<file path="config.mk">
export PLATFORM = sky130hd
export DESIGN_NAME = la_delayline_ctrl
export DESIGN_NICKNAME = d
export VERILOG_FILES = /design/src/rtl/la_delayline_pkg.sv /design/src/rtl/la_delay.sv /design/src/rtl/la_dsync.sv /design/src/rtl/la_delayline_ctrl.sv
export SDC_FILE = /design/constraint.sdc
export NUM_CORES = 1
export LEC_CHECK = 0
export CORE_UTILIZATION = 30
export CTS_CLUSTER_SIZE = 16
export DETAILED_ROUTE_END_ITERATION = 10
export GPL_ROUTABILITY_DRIVEN = 0
export SKIP_CTS_REPAIR_TIMING = 1
export SLEW_MARGIN = 20
export SYNTH_ARGS = -nofsm -noshare
export SYNTH_HDL_FRONTEND = slang
export SYNTH_SLANG_ARGS = --single-unit
</file>
<file path="constraint.sdc">
create_clock -name clk -period 6 [get_ports clk]
set_input_delay 0.6 -clock clk [delete_from_list [all_inputs] [get_ports clk]]
set_output_delay 0.6 -clock clk [all_outputs]
set_load 0.01 [all_outputs]
</file>
<file path="src/rtl/la_delayline_pkg.sv">
// Shared types and helpers for the tapped delay line and its glitch-free tap-select controller.
package la_delayline_pkg;

   typedef enum logic [1:0] {
      IDLE     = 2'd0,
      WAIT_LOW = 2'd1,
      SWITCH   = 2'd2
   } state_e;

   // Requests beyond the last tap land on the last tap rather than wrapping.
   function automatic int unsigned clamp_tap(input int unsigned tap, input int unsigned ntap);
      return (tap >= ntap) ? (ntap - 1) : tap;
   endfunction

endpackage

</file>
<file path="src/rtl/la_delay.sv">
// Single delay-line cell; every PROP variant is modelled as a non-inverting buffer.
module la_delay #(
   parameter string PROP = "DEFAULT"
) (
   input  logic a,
   output logic z
);

   generate
      if (PROP == "INVPAIR") begin : g_invpair
         logic mid;
         assign mid = ~a;
         assign z   = ~mid;
      end else begin : g_buf
         assign z = a;
      end
   endgenerate

endmodule

</file>
<file path="src/rtl/la_dsync.sv">
// Two-flop synchronizer that brings an asynchronous tap level into the clk domain.
module la_dsync (
   input  logic clk,
   input  logic reset,
   input  logic d,
   output logic q
);

   logic meta_q, meta_d;
   logic sync_q, sync_d;

   always_comb begin
      meta_d = d;
      sync_d = meta_q;
   end

   always_ff @(posedge clk) begin
      if (reset) begin
         meta_q <= 1'b0;
         sync_q <= 1'b0;
      end else begin
         meta_q <= meta_d;
         sync_q <= sync_d;
      end
   end

   assign q = sync_q;

endmodule

</file>
<file path="src/rtl/la_delayline_ctrl.sv">
// Tapped delay line with a controller that only moves the output mux while old and new taps are both low.
module la_delayline_ctrl
   import la_delayline_pkg::*;
#(
   parameter int    NTAP    = 8,
   parameter string PROP    = "DEFAULT",
   parameter int    LOWCYC  = 4,
   parameter int    TIMEOUT = 32,
   localparam int   TW      = $clog2(NTAP)
) (
   input  logic          clk,
   input  logic          reset,
   input  logic          a,
   output logic          z,
   input  logic          sel_valid,
   input  logic [TW-1:0] sel_tap,
   output logic          sel_ready,
   output logic [TW-1:0] cur_tap,
   output logic          busy,
   output logic          err
);

   localparam int LW = $clog2(LOWCYC + 1);
   localparam int CW = $clog2(TIMEOUT + 1);

   logic [NTAP-1:0] taps;

   generate
      for (genvar i = 0; i < NTAP; i++) begin : g_tap
         if (i == 0) begin : g_first
            la_delay #(.PROP(PROP)) u_dly (.a(a), .z(taps[i]));
         end else begin : g_next
            la_delay #(.PROP(PROP)) u_dly (.a(taps[i-1]), .z(taps[i]));
         end
      end
   endgenerate

   state_e        state_q, state_d;
   logic [TW-1:0] cur_tap_q, cur_tap_d;
   logic [TW-1:0] pend_q, pend_d;
   logic [LW-1:0] low_cnt_q, low_cnt_d;
   logic [CW-1:0] to_cnt_q, to_cnt_d;
   logic          err_q, err_d;
   logic          cur_sync, pend_sync;

   assign z = taps[cur_tap_q];

   la_dsync u_sync_cur (
      .clk   (clk),
      .reset (reset),
      .d     (taps[cur_tap_q]),
      .q     (cur_sync)
   );

   la_dsync u_sync_pend (
      .clk   (clk),
      .reset (reset),
      .d     (taps[pend_q]),
      .q     (pend_sync)
   );

   always_comb begin
      state_d   = state_q;
      cur_tap_d = cur_tap_q;
      pend_d    = pend_q;
      low_cnt_d = low_cnt_q;
      to_cnt_d  = to_cnt_q;
      err_d     = err_q;
      sel_ready = (state_q == IDLE) && !reset;
      busy      = (state_q != IDLE);

      case (state_q)
         IDLE: begin
            if (sel_valid && sel_ready) begin
               pend_d = TW'(clamp_tap(32'(sel_tap), NTAP));
               err_d  = 1'b0;
               if (pend_d != cur_tap_q) begin
                  state_d   = WAIT_LOW;
                  low_cnt_d = '0;
                  to_cnt_d  = '0;
               end
            end
         end
         WAIT_LOW: begin
            if (!cur_sync && !pend_sync) begin
               low_cnt_d = (low_cnt_q == LW'(LOWCYC)) ? low_cnt_q : low_cnt_q + LW'(1);
            end else begin
               low_cnt_d = '0;
            end
            to_cnt_d = (to_cnt_q == CW'(TIMEOUT)) ? to_cnt_q : to_cnt_q + CW'(1);
            // A genuine low window beats a timeout that expires on the same cycle.
            if (low_cnt_d == LW'(LOWCYC)) begin
               state_d = SWITCH;
            end else if (to_cnt_d == CW'(TIMEOUT)) begin
               state_d = SWITCH;
               err_d   = 1'b1;
            end
         end
         SWITCH: begin
            cur_tap_d = pend_q;
            state_d   = IDLE;
         end
         default: begin
            state_d = IDLE;
         end
      endcase
   end

   always_ff @(posedge clk) begin
      if (reset) begin
         state_q   <= IDLE;
         cur_tap_q <= '0;
         pend_q    <= '0;
         low_cnt_q <= '0;
         to_cnt_q  <= '0;
         err_q     <= 1'b0;
      end else begin
         state_q   <= state_d;
         cur_tap_q <= cur_tap_d;
         pend_q    <= pend_d;
         low_cnt_q <= low_cnt_d;
         to_cnt_q  <= to_cnt_d;
         err_q     <= err_d;
      end
   end

   assign cur_tap = cur_tap_q;
   assign err     = err_q;

endmodule

</file>
==> flow_summary.yaml, run 1 <==
run_status:
  status: "finished clean"
timing:
  setup_violations: 0
  hold_violations: 0
  slew_headroom_pct: 47.9
  finalSetupTns_ps: 0
  fmax_mhz: 357
  finClkSkew_ps: 5.53
  finalMaxSlewViolations: 0
  tightest_slew_ps: 778
  period_needed_ps: 2800
  rsz0062_at_grt: "no"
  period_share_pct: 46.6
yosys:
  synth_compound_area_share_pct: 19.7
  synth_fa_ha_area_share_pct: 4.93
  ys.flop_type: "dfxtp_1"
  yosys.area_share.simple_pct: 25.6
  synthTopCellsByArea: "dfxtp_1 39%, nor2_1 5.2%, ha_1 4.9%"
  seq_area_frac_synth_pct: 39.5
  synth-seq-cells: 20
  async_flop_share_pct: 0
  synth_top_family_by_area: "simple AND/OR/NAND/NOR gates"
  synth_largest_area_cell: "dfxtp_1"
  ys_warn_count: 0
  synth-edff-count: 0
  synthXorXnorAreaFrac_pct: 3.45
  post-synth-top-area-fraction_pct: 39.5
  synthesis.area_mm2: 0.00101
  muxShareOfSynthArea_pct: 2.96
  synth_fp_nets: 131
  synth.avg_cell_area_um2: 8.46
  synthCells: 120
  yosys.cell_count.top_type: "dfxtp_1"
  synthTopCellsByCount: "20 x dfxtp_1, 14 x nor2_1, 9 x a21oi_1, 9 x o21ai_0, 6 x nand2b_1"
  synthDistinctLibCells: 36
setup_path:
  arrival_ps: 2200
  required_ps: 5400
  r2r_end: "state_q[0]$_SDFFE_PP0P_"
  cpLargestDelayFamily: "buffers and inverters"
  critical_path.cell_chain: "clkdlybuf4s50_1 -> nor2_1 -> clkdlybuf4s50_1"
  crit_type: "input port to output pin"
  path_buf_inv: 2
  worst_setup_path_end_kind: "output pin"
  slowest_stage: "clkdlybuf4s50_1"
  cpMostUsedCell: "clkdlybuf4s50_1"
  startpoint_type: "input port"
  rr_worst_depth: 7
  reg2reg_slack_ps: 3910
  path_depth: 3
  slowest_delay_ps: 810
  worstReg2RegStart: "to_cnt_q[0]$_SDFFE_PP0P_"
  crit_path_max_fanout: 23
clock_tree:
  insertion_delay_ps: 290
  clock_tree.htree_level_count: 1
  clock_path_buffers: 2
  path_clk_slew_ps: 110
  cts_tree: "yes"
  clock_sinks: 20
  cts_inserted_buffers: 3
  cts-root-buf: "clkbuf_4"
grt:
  grt_max_degree: 24
  grtUsageTotal_pct: 12.7
  grt_pass1_vias: 799
  antenna_found_initial: 0
  grt_pass1_wl_um: 3430
  grt_overflow: 0
hold_path:
  holdCritStartpoint: "u_sync_cur.meta_q$_SDFF_PP0_"
  whs_endpoint: "u_sync_cur.q$_SDFF_PP0_"
  hp-class: "flop to flop"
  hold_path_depth: 1
detailed_routing:
  first_pass_iters: 4
  wl_met3_um: 25
  topRoutingLayerUsed: "met4"
  met1Wirelength_um: 1000
  ant_nets: 0
  routed_wirelength_um: 1990
  vias: 865
  drt_iter0_drc: 44
  route.met2.wl_um: 934
  wl_per_cell_um: 11.4
  via_per_inst: 4.94
  drc_errors: 0
floorplan:
  rows: 20
  dieWidth_um: 60.2
  io_pins: 14
  die_area_mm2: 0.00362
  fp.dieH_um: 60.2
  coreArea_mm2: 0.00313
  start_util_pct: 32.4
final_layout:
  multi_input_area_um2: 576
  final_cells: 175
  layout-drive-gt1-share_pct: 5.34
  diodes: 0
  area_growth_pct: 18.1
  layout.nets: 144
  regArea_um2: 400
  nFillCells: 337
power:
  p_leak_nw: 0.447
  vdd_drop_max_v: 0.0000981
  power.density_mw_per_mm2: 204
job:
  maxCapViolCount: 0
placed_design:
  dp_hpwl_um: 1470
  io_buffers: 13
  placedCellCount: 172
## metal layers
metal	GRT usage (%)	up-vias
li1	-	449
met1	16.4	407
met2	20.4	7
met3	1.95	2
met4	5.98	0
met5	0	-
## sequential cells by signal, indices dropped and copies added, names as in the netlist
signal             count
state_q                2
err                    1
to_cnt_q               6
low_cnt_q              3
pend_q                 3
u_sync_cur.meta_q      1
u_sync_cur.q           1
cur_tap                3
## area by class of cell
| class | count | area share, % |
|---|---|---|
| clock buffers | 3 | 1.88 |
| multi-input cells | 91 | 48.0 |
| well taps | 44 | 4.59 |
| flip-flops and latches | 20 | 33.4 |
| inverters | 4 | 1.25 |
| repair buffers | 13 | 10.9 |
## stage by stage
stage | cell area, um2 | hold WS [ps] | power (W) | utilization, % | worst slack (ps)
3_5_place_dp | 1180 | 444 | 0.000187 | 37.6 | 3170
2_1_floorplan | 1010 | 414 | 0.000173 | - | 4120
3_3_place_gp | 1180 | 431 | 0.000185 | 37.6 | 3230
6_report | 1200 | 459 | 0.000245 | 38.3 | 3200
5_1_grt | 1200 | 479 | 0.000259 | 38.3 | 3120
4_1_cts | 1200 | 462 | 0.000246 | 38.3 | 3190
## power by group
| part | total [W] | internal [W] | switching, W |
|---|---|---|---|
| logic | 0.0000402 | 0.0000184 | 0.0000217 |
| registers | 0.000143 | 0.000138 | 0.00000503 |
| clock network | 0.0000612 | 0.0000233 | 0.0000379 |
| total | 0.000245 | 0.000180 | 0.0000647 |
## cell usage in the layout, fill, tap and decap left out, drive strengths merged, types with 2 or more instances in the layout
master          n
or3             2
clkbuf          3
clkdlybuf4s50  13
dfxtp          20
o21ai           9
nand3b          3
ha              4
nor3b           2
nor2           14
a21oi           9
mux2i           3
nand2           5
xnor2           4
nand2b          6
a31oi           2
nor3            4
and3            3
nor2b           4
nand3           3
inv             4
a211oi          2
## worst max path at each step
| stage | to | from | slack (ps) |
|---|---|---|---|
| final | sel_ready | reset | 3200 |
| after global placement | sel_ready | reset | 3230 |
| after floorplan | state_q[0]$_SDFFE_PP0P_ | to_cnt_q[0]$_SDFFE_PP0P_ | 4120 |
| after detailed placement | to_cnt_q[4]$_SDFFE_PP0P_ | reset | 3170 |
| after CTS | sel_ready | reset | 3190 |
| after global routing | sel_ready | reset | 3120 |
## kinds of logic after synthesis
logic type,after synthesis
XOR/XNOR,4
buffers and inverters,9
flip-flops,20
AND/OR/NAND/NOR,49
adder cells (fa/ha/maj),4
multiplexers,3
AO/OA/AOI/OAI,31
Power figures use the tool's default switching activity.
==> run 2, diff against run 1 <==
Clock period 6 ns to 2.4 ns, I/O delays scaled along.
==> run 2 against run 1 <==
  * Combinational power grew to 2.7 times the previous value
  * Utilization is 0.92 points higher
  * Via count is 0.92% higher
  * Flip-flop and latch count stayed put
  * Wire length is 1.6% higher
  * Sequential share of layout area is 0.78 points lower
  * Cell count is 1.7% higher
  * Clock power grew to 3.2 times the previous value
  * Critical path depth is 4 higher
==> flow_summary.yaml, run 2 (same netlist as run 1, synthesis figures left out) <==
grt:
  grt_pass1_vias: 779
  grt_pass1_wl_um: 3480
  grt_overflow: 0
  grt_max_degree: 20
  grtUsageTotal_pct: 13.0
  antenna_found_initial: 0
final_layout:
  layout-drive-gt1-share_pct: 7.46
  largest_register_ffs: 6
  top_register: "to_cnt_q"
  area_growth_pct: 21.0
  nFillCells: 328
  final_common_cell: "dfxtp_1"
  diodes: 0
  layout.nets: 146
  most-common-layout-cells: "20 x dfxtp_1, 14 x nor2_1, 13 x clkdlybuf4s50_1"
detailed_routing:
  via_per_inst: 4.90
  first_pass_iters: 4
  ant_nets: 0
  routed_wirelength_um: 2020
  wl_per_cell_um: 11.3
  vias: 873
  drt_iter0_drc: 13
  drc_errors: 0
hold_path:
  holdCritStartpoint: "u_sync_cur.meta_q$_SDFF_PP0_"
  hold_path_depth: 1
  whs_endpoint: "u_sync_cur.q$_SDFF_PP0_"
  hp-class: "flop to flop"
power:
  p_leak_nw: 0.463
  power.density_mw_per_mm2: 540
  vdd_drop_max_v: 0.000272
clock_tree:
  cts-root-buf: "clkbuf_4"
  clock_path_buffers: 2
  clock_tree.htree_level_count: 1
  cts_tree: "yes"
  insertion_delay_ps: 300
  path_clk_slew_ps: 110
  clock_sinks: 20
  cts_inserted_buffers: 3
timing:
  fmax_mhz: 494
  period_needed_ps: 2020
  finalSetupTns_ps: 0
  period_share_pct: 84.4
  finClkSkew_ps: 3.13
  setup_violations: 0
  tightest_slew_ps: 492
  layout_setup_ws_ps: 375
  rsz0062_at_grt: "no"
  slew_headroom_pct: 67.1
  hold_violations: 0
  finalMaxSlewViolations: 0
floorplan:
  start_util_pct: 32.4
  io_pins: 14
  coreArea_mm2: 0.00313
  fp.dieH_um: 60.2
  dieWidth_um: 60.2
  die_area_mm2: 0.00362
  rows: 20
setup_path:
  r2r_end: "state_q[0]$_SDFFE_PP0P_"
  rr_worst_depth: 7
  crit_path_max_fanout: 7
  required_ps: 2590
  worstReg2RegStart: "to_cnt_q[0]$_SDFFE_PP0P_"
  crit_type: "flop to flop"
  startpoint_type: "flop"
  reg2reg_slack_ps: 380
  worst_setup_path_end_kind: "flop"
  arrival_ps: 2220
placed_design:
  post-place-ws_ps: 390
  io_buffers: 13
  dp_hpwl_um: 1480
job:
  maxCapViolCount: 0
run_status:
  status: "finished clean"
-- run 2: changes by cell type in the layout (fill, tap and decap cells not counted) --
| cell | previous run | this run |
|---|---|---|
| buf_4 | 0 | 2 |
| clkbuf_8 | 0 | 1 |
-- run 2: where the power goes --
group | switching (W) | internal, W
Clock | 0.000105 | 0.0000925
Sequential | 0.0000118 | 0.000346
Combinational | 0.0000571 | 0.0000501
-- run 2: worst max-delay path: stages, from the launching register on --
cell and delay [ps]:
dfxtp_1 380, inv_1 80, ha_1 150, nand3b_1 90, or3_1 410, or3_1 350, a221oi_2 340, o41ai_1 120
-- run 2: area by class of cell --
| cell class | count | area (um2) | share of cell area, % |
|---|---|---|---|
| Clock buffer | 4 | 36.3 | 2.96 |
| Tap cell | 44 | 55.1 | 4.49 |
| Sequential cell | 20 | 400 | 32.6 |
| Timing Repair Buffer | 15 | 145 | 11.8 |
| Multi-Input combinational cell | 91 | 576 | 46.9 |
| Inverter | 4 | 15.0 | 1.22 |
-- run 2: per-stage QoR --
stage	total power, W	util, %	instance area [um2]	std cells	hold WS [ps]
2_1_floorplan	0.000431	-	1010	120	349
3_3_place_gp	0.000469	38.1	1190	174	429
3_5_place_dp	0.000473	38.1	1190	174	431
4_1_cts	0.000671	39.2	1230	178	458
5_1_grt	0.000700	39.2	1230	178	474
6_report	0.000663	39.2	1230	178	455
-- run 2: worst max path at each step --
stage | start | to | slack, ps
after detailed placement | to_cnt_q[0]$_SDFFE_PP0P_ | state_q[0]$_SDFFE_PP0P_ | 390
after CTS | to_cnt_q[0]$_SDFFE_PP0P_ | state_q[0]$_SDFFE_PP0P_ | 380
after global routing | to_cnt_q[0]$_SDFFE_PP0P_ | state_q[0]$_SDFFE_PP0P_ | 260
after global placement | to_cnt_q[0]$_SDFFE_PP0P_ | state_q[0]$_SDFFE_PP0P_ | 470
after floorplan | to_cnt_q[0]$_SDFFE_PP0P_ | state_q[0]$_SDFFE_PP0P_ | 520
final | to_cnt_q[0]$_SDFFE_PP0P_ | state_q[0]$_SDFFE_PP0P_ | 380
-- run 2: layer usage --
metal,up-vias,share of wire [%],global-route usage (%)
met5,-,0,0
li1,454,-,-
met2,9,47,20.6
met3,4,1.5,2.16
met4,0,1.9,7.97
met1,406,50,16.3
